File: src/rtl/pc_run_ctrl.sv
// Run/halt/single-step sequencer producing the PC advance enable and display counters.
// Latency: pc_en is combinational from the current state and stall/halt/breakpoint inputs; state moves one cycle later.
// Backpressure: stall holds the PC (pc_en=0) without leaving RUN/STEP; halt_req/breakpoint dominate stall.
//
// Ports: clk/rst (async active-low); go/step front-panel levels (rising edge acted on);
//        halt_req from decoder; stall from memory; cnt_clr clears counters; pc/bp_addr/bp_set/bp_clr
//        breakpoint compare and load; outputs pc_en, state, halted, bp_hit, instr_cnt, cycle_cnt.
// Optional feature macro: BREAKPOINT_EN (PC breakpoint register and sticky bp_hit).
module pc_run_ctrl #(
    parameter int PC_W           = 32,
    parameter int CNT_W          = 32,
    parameter int STARTUP_CYCLES = 2
) (
    input  logic             clk,
    input  logic             rst,
    input  logic             go,
    input  logic             step,
    input  logic             halt_req,
    input  logic             stall,
    input  logic             cnt_clr,
    input  logic [PC_W-1:0]  pc,
    input  logic [PC_W-1:0]  bp_addr,
    input  logic             bp_set,
    input  logic             bp_clr,
    output logic             pc_en,
    output logic [1:0]       state,
    output logic             halted,
    output logic             bp_hit,
    output logic [CNT_W-1:0] instr_cnt,
    output logic [CNT_W-1:0] cycle_cnt
);

    typedef enum logic [1:0] {
        ST_INIT = 2'b00,
        ST_RUN  = 2'b01,
        ST_HALT = 2'b10,
        ST_STEP = 2'b11
    } state_e;

    localparam logic [3:0] SU_LAST = 4'(STARTUP_CYCLES - 1);

    state_e           state_q, state_d;
    logic [3:0]       su_cnt_q, su_cnt_d;
    logic             go_q, go_d;
    logic             step_q, step_d;
    logic             skip_q, skip_d;
    logic             bp_hit_q, bp_hit_d;
    logic [CNT_W-1:0] instr_q, instr_d;
    logic [CNT_W-1:0] cyc_q, cyc_d;

    logic go_e, step_e, active, bp_match, stop, pc_en_c;

`ifdef BREAKPOINT_EN
    logic [PC_W-1:0] bp_reg_q, bp_reg_d;
    logic            bp_arm_q, bp_arm_d;

    always_comb begin
        bp_reg_d = bp_reg_q;
        bp_arm_d = bp_arm_q;
        if (bp_set) begin
            bp_reg_d = bp_addr;
            bp_arm_d = 1'b1;
        end
        // Disarm wins over a simultaneous load.
        if (bp_clr) begin
            bp_arm_d = 1'b0;
        end
    end

    always_ff @(posedge clk or negedge rst) begin
        if (!rst) begin
            bp_reg_q <= '0;
            bp_arm_q <= 1'b0;
        end else begin
            bp_reg_q <= bp_reg_d;
            bp_arm_q <= bp_arm_d;
        end
    end

    // Skip masks the compare right after resuming so a halt at the
    // breakpoint address can be left without re-triggering.
    assign bp_match = bp_arm_q & ~skip_q & (pc == bp_reg_q) & active;
`else
    logic unused_bp;
    assign unused_bp = ^{pc, bp_addr, bp_set, bp_clr};
    assign bp_match  = 1'b0;
`endif

    always_comb begin
        go_d     = go;
        step_d   = step;
        go_e     = go & ~go_q;
        step_e   = step & ~step_q;
        active   = (state_q == ST_RUN) || (state_q == ST_STEP);
        stop     = active & (halt_req | bp_match);
        pc_en_c  = active & ~stall & ~stop;

        state_d  = state_q;
        su_cnt_d = su_cnt_q;
        bp_hit_d = bp_hit_q;
        skip_d   = pc_en_c ? 1'b0 : skip_q;

        case (state_q)
            ST_INIT: begin
                // Button edges seen here are simply dropped.
                if (su_cnt_q == SU_LAST) begin
                    state_d = ST_HALT;
                end else begin
                    su_cnt_d = su_cnt_q + 4'd1;
                end
            end
            ST_HALT: begin
                if (go_e) begin
                    state_d  = ST_RUN;
                    bp_hit_d = 1'b0;
                    skip_d   = 1'b1;
                end else if (step_e) begin
                    state_d  = ST_STEP;
                    bp_hit_d = 1'b0;
                    skip_d   = 1'b1;
                end
            end
            ST_RUN: begin
                if (stop) begin
                    state_d  = ST_HALT;
                    bp_hit_d = bp_match;
                end else if (step_e) begin
                    // Pause request; this cycle's advance still happens.
                    state_d = ST_HALT;
                end
            end
            ST_STEP: begin
                if (stop) begin
                    state_d  = ST_HALT;
                    bp_hit_d = bp_match;
                end else if (pc_en_c) begin
                    state_d = ST_HALT;
                end
            end
            default: state_d = ST_INIT;
        endcase

        // Counters saturate at all-ones; clear takes priority.
        instr_d = instr_q;
        cyc_d   = cyc_q;
        if (cnt_clr) begin
            instr_d = '0;
            cyc_d   = '0;
        end else begin
            if (pc_en_c && (instr_q != '1)) instr_d = instr_q + 1'b1;
            if (active  && (cyc_q   != '1)) cyc_d   = cyc_q + 1'b1;
        end
    end

    always_ff @(posedge clk or negedge rst) begin
        if (!rst) begin
            state_q  <= ST_INIT;
            su_cnt_q <= 4'd0;
            go_q     <= 1'b0;
            step_q   <= 1'b0;
            skip_q   <= 1'b0;
            bp_hit_q <= 1'b0;
            instr_q  <= '0;
            cyc_q    <= '0;
        end else begin
            state_q  <= state_d;
            su_cnt_q <= su_cnt_d;
            go_q     <= go_d;
            step_q   <= step_d;
            skip_q   <= skip_d;
            bp_hit_q <= bp_hit_d;
            instr_q  <= instr_d;
            cyc_q    <= cyc_d;
        end
    end

    assign pc_en     = pc_en_c;
    assign state     = state_q;
    assign halted    = (state_q == ST_HALT);
    assign bp_hit    = bp_hit_q;
    assign instr_cnt = instr_q;
    assign cycle_cnt = cyc_q;

endmodule

File: config.mk
export PLATFORM = sky130hd
export DESIGN_NAME = pc_run_ctrl
export DESIGN_NICKNAME = d
export VERILOG_FILES = /design/src/rtl/pc_run_ctrl.sv
export SDC_FILE = /design/constraint.sdc
export NUM_CORES = 1
export LEC_CHECK = 0
export CORE_AREA = 4 4 122 77
export DETAILED_ROUTE_END_ITERATION = 6
export DIE_AREA = 0 0 126 81
export PLACE_DENSITY = 0.85
export SKIP_LAST_GASP = 1
export SYNTH_ARGS = -nofsm -noshare
export SYNTH_HDL_FRONTEND = slang
export SYNTH_SLANG_ARGS = --single-unit
File: constraint.sdc
create_clock -name clk -period 3.45 [get_ports clk]
set_input_delay 0.345 -clock clk [delete_from_list [all_inputs] [get_ports clk]]
set_output_delay 0.345 -clock clk [all_outputs]
set_load 0.1 [all_outputs]
==> reports/qor.yml, run 1 <==
outcome: "completed"
slew_viol_final: 0
grt_max_degree: 53
clk_latency_ns: 0.33
crit_fanout: 12
chipHeight_um: 81
synthArstFlopShare: 1.00
yosys_warnings: 0
min_path_type: "flop to flop"
yosysUniqueCellTypes: 48
dp_hpwl_um: 7350
yosys-top-cells-count: "dfrtp_1, a21oi_1, nand2_1"
cts-resized-gates: 0
drive_above_1_share: 0.0673
vdd_ir_drop_max_mv: 0.353
path_delay_family: "buffers and inverters"
ys_seq_elements: 72
cts_tree: "yes"
antenna_found_initial: 0
clock-root-buffer: "clkbuf_16"
yosys.area.top_type_share: 0.454
yosysMostFrequentCell: "dfrtp_1"
drt-initial-drc-count: 283
core_area_um2: 8330
cts_sinks: 72
start_kind: "flop"
synth_area_leaders: "dfrtp_1, a21oi_1, or3_1"
vias_per_cell: 6.17
die_w_um: 126
setup_viol: 0
critPathCaptureType: "output port"
rsz0062_at_grt: "false"
worstPathRequired_ns: 3.11
io_pins: 142
hold_viol_final: 0
powerDensity_nw_per_um2: 436
cts_made_buffers: 9
tightest_slew_ns: 0.995
grt_pass1_vias: 3574
syn_nets: 508
numPortBuffers: 74
dieArea_um2: 10200
timing.final.crit_share: 0.734
cpMaxStageDelayCell: "clkdlybuf4s50_1"
initial_core_util: 0.477
clockBufferDepth: 2
synthFlopType: "dfrtp_1"
path_clk_slew_ns: 0.05
relSlewSlack: 0.335
post_synth_inst_count: 431
power_uw: 2210
final_antenna_net_count: 0
crit_buf_inv: 1
drt_wl_total_um: 10400
place_inst: 602
tns_ns: 0
yosysTopAreaCell: "dfrtp_1"
hold_ws_ns: 0.472
nNetsFinal: 579
fin_cells: 617
cts.htree.levels: 3
arrival_ns: 2.19
placementRows: 26
grt_usage: 0.214
p_leak_uw: 0.00191
crit_path_max_incr_delay_ns: 1.16
grt_overflow: 0
area_growth_pct: 27.5
postCtsSetupBuffers: 0
wl_per_cell_um: 16.9
path_class: "flop to output port"
yosysSeqAreaShare: 0.454
place_congestion: 0.868
synth_edf_count: 0
num_vias: 3808
synthesis.area_um2: 3970
dr.pass1.iters: 5
grt_pass1_wl_um: 17600
min_period_ns: 2.53
drc: 0
clock.fmax_ghz: 0.395
diodes: 0
crit_chain: "nor2b_1 > clkdlybuf4s50_1"
max_cap_viol_count: 0
finalClockSkew_ns: 0.00853
syn_area_per_cell_um2: 9.21
[timing repair]
action,CTS,global route
hold buffers,1,0
endpoints found under the setup margin,0,0
endpoints found under the hold margin,20,0
[stage by stage]
| step | setup slack, ns | util | cell area, um2 |
|---|---|---|---|
| 2_1_floorplan | 0.631 | - | 3970 |
| 3_3_place_gp | 0.901 | 0.576 | 4790 |
| 3_5_place_dp | 0.848 | 0.576 | 4790 |
| 4_1_cts | 0.911 | 0.607 | 5060 |
| 5_1_grt | 0.772 | 0.607 | 5060 |
| 6_report | 0.918 | 0.607 | 5060 |
[registers in the layout (all words and copies together) (netlist names)]
signal     count
state          2
step_q         1
cycle_cnt     32
instr_cnt     32
su_cnt_q       4
go_q           1
[cell usage in the layout, fill, tap and decap left out, types with 5 or more instances in the layout]
master	count
dfrtp_1	72
clkdlybuf4s50_1	71
a21oi_1	47
nand2_1	37
o21ai_0	35
or3_1	33
nand4_1	19
o31ai_1	18
or4_1	17
nor2_1	16
nand3_1	15
and4_1	12
clkbuf_16	9
inv_1	8
and3_1	8
buf_4	8
xor2_1	7
nor2b_1	6
nor3_1	6
and2_1	5
[worst register-to-register path, stage by stage (launching register included)]
cell     delay (ns)
dfrtp_1        0.43
and4_1         0.27
nand2_1        0.22
nor4b_4        0.76
buf_4          0.32
nor3b_1        0.08
mux2_2         0.27
[routing by layer]
layer | track usage | part of all wire | vias up
li1 | - | - | 1783
met1 | 0.302 | 0.48 | 1870
met2 | 0.322 | 0.44 | 145
met3 | 0.0545 | 0.066 | 10
met4 | 0.0782 | 0.011 | 0
met5 | 0 | 0 | -
[where the power goes]
part | switching, uW | internal, uW | total (uW)
clock network | 330 | 497 | 828
registers | 58.2 | 890 | 948
logic | 318 | 112 | 429
[area by class of cell]
type	instances	area [um2]
sequential	72	1800
fill	754	3270
clock buffer	13	250
tap	112	140
inverter	9	33.8
clock inverter	1	5.00
timing repair buffer	82	791
multi-input combinational	328	2040
[final timing paths]
check | to | start | slack, ns | depth (start not counted)
setup / recovery | halted | state[0] | 0.92 | 2
hold / removal | su_cnt_q[3] | su_cnt_q[3] | 0.47 | 1
setup reg to reg | instr_cnt[6] | instr_cnt[24] | 0.99 | 6
hold reg to reg | su_cnt_q[3] | su_cnt_q[3] | 0.47 | 1
max in group asynchronous | step_q | rst | 1.89 | 3
min in group asynchronous | instr_cnt[17] | rst | 0.51 | 2
[cell families (layout without fill, tap and decap cells)]
| logic type | Yosys count | count (layout) | synth area share |
|---|---|---|---|
| DFF | 72 | 72 | 0.454 |
| other | 1 | 1 | 0.000945 |
| adders and majority gates | 4 | 4 | 0.0126 |
| and+or+nand+nor | 191 | 191 | 0.288 |
| buffers and inverters | 31 | 105 | 0.0350 |
| AOI/OAI and AO/OA | 117 | 117 | 0.174 |
| muxes | 5 | 5 | 0.0136 |
| xor gates and xnor gates | 10 | 10 | 0.0221 |
(Power assumes the default switching activity.)
==> run 2, diff against run 1 <==
--- a/config.mk
+++ b/config.mk
@@ -5,10 +5,10 @@
 export SDC_FILE = /design/constraint.sdc
 export NUM_CORES = 1
 export LEC_CHECK = 0
-export CORE_AREA = 4 4 122 77
+export CORE_AREA = 4 4 127 80
 export DETAILED_ROUTE_END_ITERATION = 6
-export DIE_AREA = 0 0 126 81
-export PLACE_DENSITY = 0.85
+export DIE_AREA = 0 0 131 84
+export PLACE_DENSITY = 0.79
 export SKIP_LAST_GASP = 1
 export SYNTH_ARGS = -nofsm -noshare
 export SYNTH_HDL_FRONTEND = slang
==> constraint.sdc (replaced) <==
create_clock -name clk -period 2.5 [get_ports clk]
set_input_delay 0.25 -clock clk [delete_from_list [all_inputs] [get_ports clk]]
set_output_delay 0.25 -clock clk [all_outputs]
set_load 0.1 [all_outputs]
==> reports/qor.yml, run 2 (synthesized netlist as in run 1, its figures left out) <==
outcome: "completed"
cts.htree.levels: 3
finalClockSkew_ns: 0.00629
path_class: "flop to flop"
drive_above_1_share: 0.245
clock.fmax_ghz: 0.459
dieArea_um2: 11000
num_vias: 3745
core_area_um2: 9020
antenna_found_initial: 0
crit_fanout: 8
grt_pass1_wl_um: 17100
grt_overflow: 0
chipHeight_um: 84
place_congestion: 0.890
tns_ns: 0
clockBufferDepth: 2
cts_sinks: 72
dp_hpwl_um: 7430
grt_pass1_vias: 3370
rr_endpoint: "instr_cnt[17]"
start_kind: "flop"
holdPathEnd: "go_q"
wl_per_cell_um: 16.6
drt-initial-drc-count: 205
p_leak_uw: 0.00209
worstPathRequired_ns: 2.75
r2r_cells: 5
r2r_setup_slack_ns: 0.32
vias_per_cell: 5.98
rsz0062_at_grt: "false"
die_w_um: 131
pre_cts_ws_ns: 0.336
final_antenna_net_count: 0
clk_latency_ns: 0.33
setup_viol: 0
grt_usage: 0.194
nNetsFinal: 582
placementRows: 27
max_cap_viol_count: 0
hold_start: "go"
final.setup.worst_slack_ns: 0.320
clock-root-buffer: "clkbuf_16"
numPortBuffers: 74
holdPathStages: 1
worstSetupStartpoint: "instr_cnt[3]"
min_period_ns: 2.18
grt_max_degree: 73
critPathCaptureType: "flop"
drt_wl_total_um: 10400
cts_tree: "yes"
timing.final.crit_share: 0.872
slew_viol_final: 0
diodes: 0
io_pins: 142
initial_core_util: 0.440
tightest_slew_ns: 0.719
relSlewSlack: 0.518
cts_made_buffers: 9
drc: 0
hold_viol_final: 0
arrival_ns: 2.43
final_common_cell: "buf_4"
powerDensity_nw_per_um2: 674
fill_cells: 813
hold_ws_ns: 0.380
vdd_ir_drop_max_mv: 0.512
area_growth_pct: 27.6
r2r-start: "instr_cnt[3]"
dr.pass1.iters: 5
path_clk_slew_ns: 0.06
min_path_type: "input pin to flop"
final_cell_mix: "buf_4, dfrtp_1, a21oi_1"
run 2: layer usage:
metal | vias up | share of wire | GRT usage
met5 | - | 0 | 0
met4 | 0 | 0.0076 | 0.0458
met3 | 7 | 0.059 | 0.0537
met2 | 118 | 0.44 | 0.270
met1 | 1834 | 0.50 | 0.294
li1 | 1786 | - | -
run 2: worst max-delay path by stage:
stage,to,cells after the start
after floorplan,cycle_cnt[11],6
after global placement,instr_cnt[30],8
after detailed placement,instr_cnt[17],5
after global routing,instr_cnt[17],5
final,instr_cnt[17],5
after CTS,instr_cnt[17],5
run 2: worst max-delay path, stage by stage, from the launching register on:
cell and delay, ns:
dfrtp_1 0.42, and4_1 0.32, and4_1 0.42, nand2_1 0.25, or4_1 0.52, a21oi_1 0.17
run 2: repair_timing:
| action | in CTS | in global routing |
|---|---|---|
| resized for setup | 0 | 0 |
| buffers inserted | 0 | 0 |
| hold endpoints to repair | 72 | 0 |
| hold buffers | 1 | 0 |
run 2: layout make-up:
| type | instances | area, um2 | area share |
|---|---|---|---|
| Clock buffer | 10 | 239 | 0.0472 |
| Clock inverter | 6 | 115 | 0.0227 |
| Inverter | 9 | 33.8 | 0.00667 |
| Multi-Input combinational cell | 328 | 2040 | 0.403 |
| Sequential cell | 72 | 1820 | 0.360 |
| Tap cell | 116 | 145 | 0.0287 |
| Timing Repair Buffer | 85 | 671 | 0.132 |
run 2: report_power, final:
part,total [uW],leakage (uW),switching (uW),internal (uW)
clock network,1500,0.000169,498,1010
registers,1310,0.000963,83.0,1230
logic,597,0.000956,443,154
total,3410,0.00209,1020,2390
run 2: stage by stage:
stage	utilization	area [um2]	power (uW)	cells
3_5_place_dp	0.521	4700	1930	609
5_1_grt	0.561	5060	3540	626
4_1_cts	0.561	5060	3460	626
6_report	0.561	5060	3410	626
3_3_place_gp	0.521	4700	1910	609
2_1_floorplan	-	3990	1770	431
==> run 3, diff against run 2 <==
--- a/config.mk
+++ b/config.mk
@@ -9,6 +9,7 @@
 export DETAILED_ROUTE_END_ITERATION = 6
 export DIE_AREA = 0 0 131 84
 export PLACE_DENSITY = 0.79
+export SKIP_CTS_REPAIR_TIMING = 1
 export SKIP_LAST_GASP = 1
 export SYNTH_ARGS = -nofsm -noshare
 export SYNTH_HDL_FRONTEND = slang
==> reports/qor.yml, run 3 (synthesized netlist as in run 1, its figures left out) <==
powerDensity_nw_per_um2: 674
cts_made_buffers: 9
cts_sinks: 72
power_uw: 3410
relSlewSlack: 0.518
drc: 0
cts_tree: "yes"
clockBufferDepth: 2
wl_met3_um: 621
grt_pass1_vias: 3363
p_leak_uw: 0.00209
dr_wl_met2_um: 4540
area_growth_pct: 27.6
grt_overflow: 0
grt_usage: 0.194
nNetsFinal: 582
max_cap_viol_count: 0
r2r_setup_slack_ns: 0.32
setup_viol: 0
r2r_cells: 5
num_vias: 3745
holdPathStages: 1
dr.pass1.iters: 5
grt_max_degree: 73
vias_per_cell: 5.98
final.setup.worst_slack_ns: 0.317
clock-root-buffer: "clkbuf_16"
dieArea_um2: 11000
initial_core_util: 0.440
drt_wl_total_um: 10400
antenna_found_initial: 0
core_area_um2: 9020
start_kind: "flop"
cts.htree.levels: 3
holdPathEnd: "go_q"
drt-met1-wl_um: 5130
vdd_ir_drop_max_mv: 0.512
place_congestion: 0.890
placementRows: 27
clk_latency_ns: 0.33
crit_fanout: 8
arrival_ns: 2.43
hold_start: "go"
timing.final.crit_share: 0.873
r2r-start: "instr_cnt[3]"
tns_ns: 0
critPathCaptureType: "flop"
place_area_um2: 4700
numPortBuffers: 74
wl_per_cell_um: 16.6
die_w_um: 131
slew_viol_final: 0
clock.fmax_ghz: 0.458
chipHeight_um: 84
tightest_slew_ns: 0.719
rr_endpoint: "instr_cnt[17]"
hold_viol_final: 0
dr.max_layer_used: "met4"
final_common_cell: "buf_4"
fill_cells: 813
pre_cts_ws_ns: 0.336
drive_above_1_share: 0.245
grt_pass1_wl_um: 17100
diodes: 0
finalClockSkew_ns: 0.00629
min_path_type: "input pin to flop"
path_clk_slew_ns: 0.06
dp_hpwl_um: 7430
rsz0062_at_grt: "false"
final_cell_mix: "buf_4, dfrtp_1, a21oi_1"
min_period_ns: 2.18
drt-initial-drc-count: 211
fin_area_um2: 5060
path_class: "flop to flop"
outcome: "completed"
final_antenna_net_count: 0
worstPathRequired_ns: 2.75
io_pins: 142
[run 3: stage by stage]
step                hold WS (ns)  std cells  utilization
global route               0.379        626        0.561
finish                     0.380        626        0.561
global placement           0.316        609        0.521
detailed placement         0.326        609        0.521
floorplan                -0.0456        431            -
CTS                      -0.0369        625        0.560
[run 3: where the power goes]
part           switching [uW]  internal (uW)
sequential               83.1           1230
clock                     498           1010
combinational             443            154
total                    1020           2390
[run 3: critical path, stage by stage (launching register included)]
cell and delay (ns):
dfrtp_1 0.42, and4_1 0.32, and4_1 0.42, nand2_1 0.25, or4_1 0.52, a21oi_1 0.17
[run 3: area by class of cell]
class | instances | area (um2) | area share
multi-input combinational | 328 | 2040 | 0.403
sequential | 72 | 1820 | 0.360
timing repair buffer | 85 | 671 | 0.132
clock buffer | 10 | 239 | 0.0472
tap | 116 | 145 | 0.0287
clock inverter | 6 | 115 | 0.0227
inverter | 9 | 33.8 | 0.00667
[run 3: worst max-delay path by stage]
stage,endpoint,cells past startpoint,slack (ns),start
finish,instr_cnt[17],5,0.32,instr_cnt[3]
global route,instr_cnt[17],5,0.13,instr_cnt[3]
CTS,instr_cnt[17],5,0.33,instr_cnt[3]
detailed placement,instr_cnt[17],5,0.34,instr_cnt[3]
global placement,instr_cnt[30],8,0.43,halt_req
floorplan,cycle_cnt[11],6,0.001,cycle_cnt[6]
[run 3: layer usage]
| layer | vias up | GRT usage |
|---|---|---|
| met5 | - | 0 |
| met4 | 0 | 0.0458 |
| met3 | 7 | 0.0537 |
| met2 | 115 | 0.270 |
| met1 | 1835 | 0.294 |
| li1 | 1788 | - |
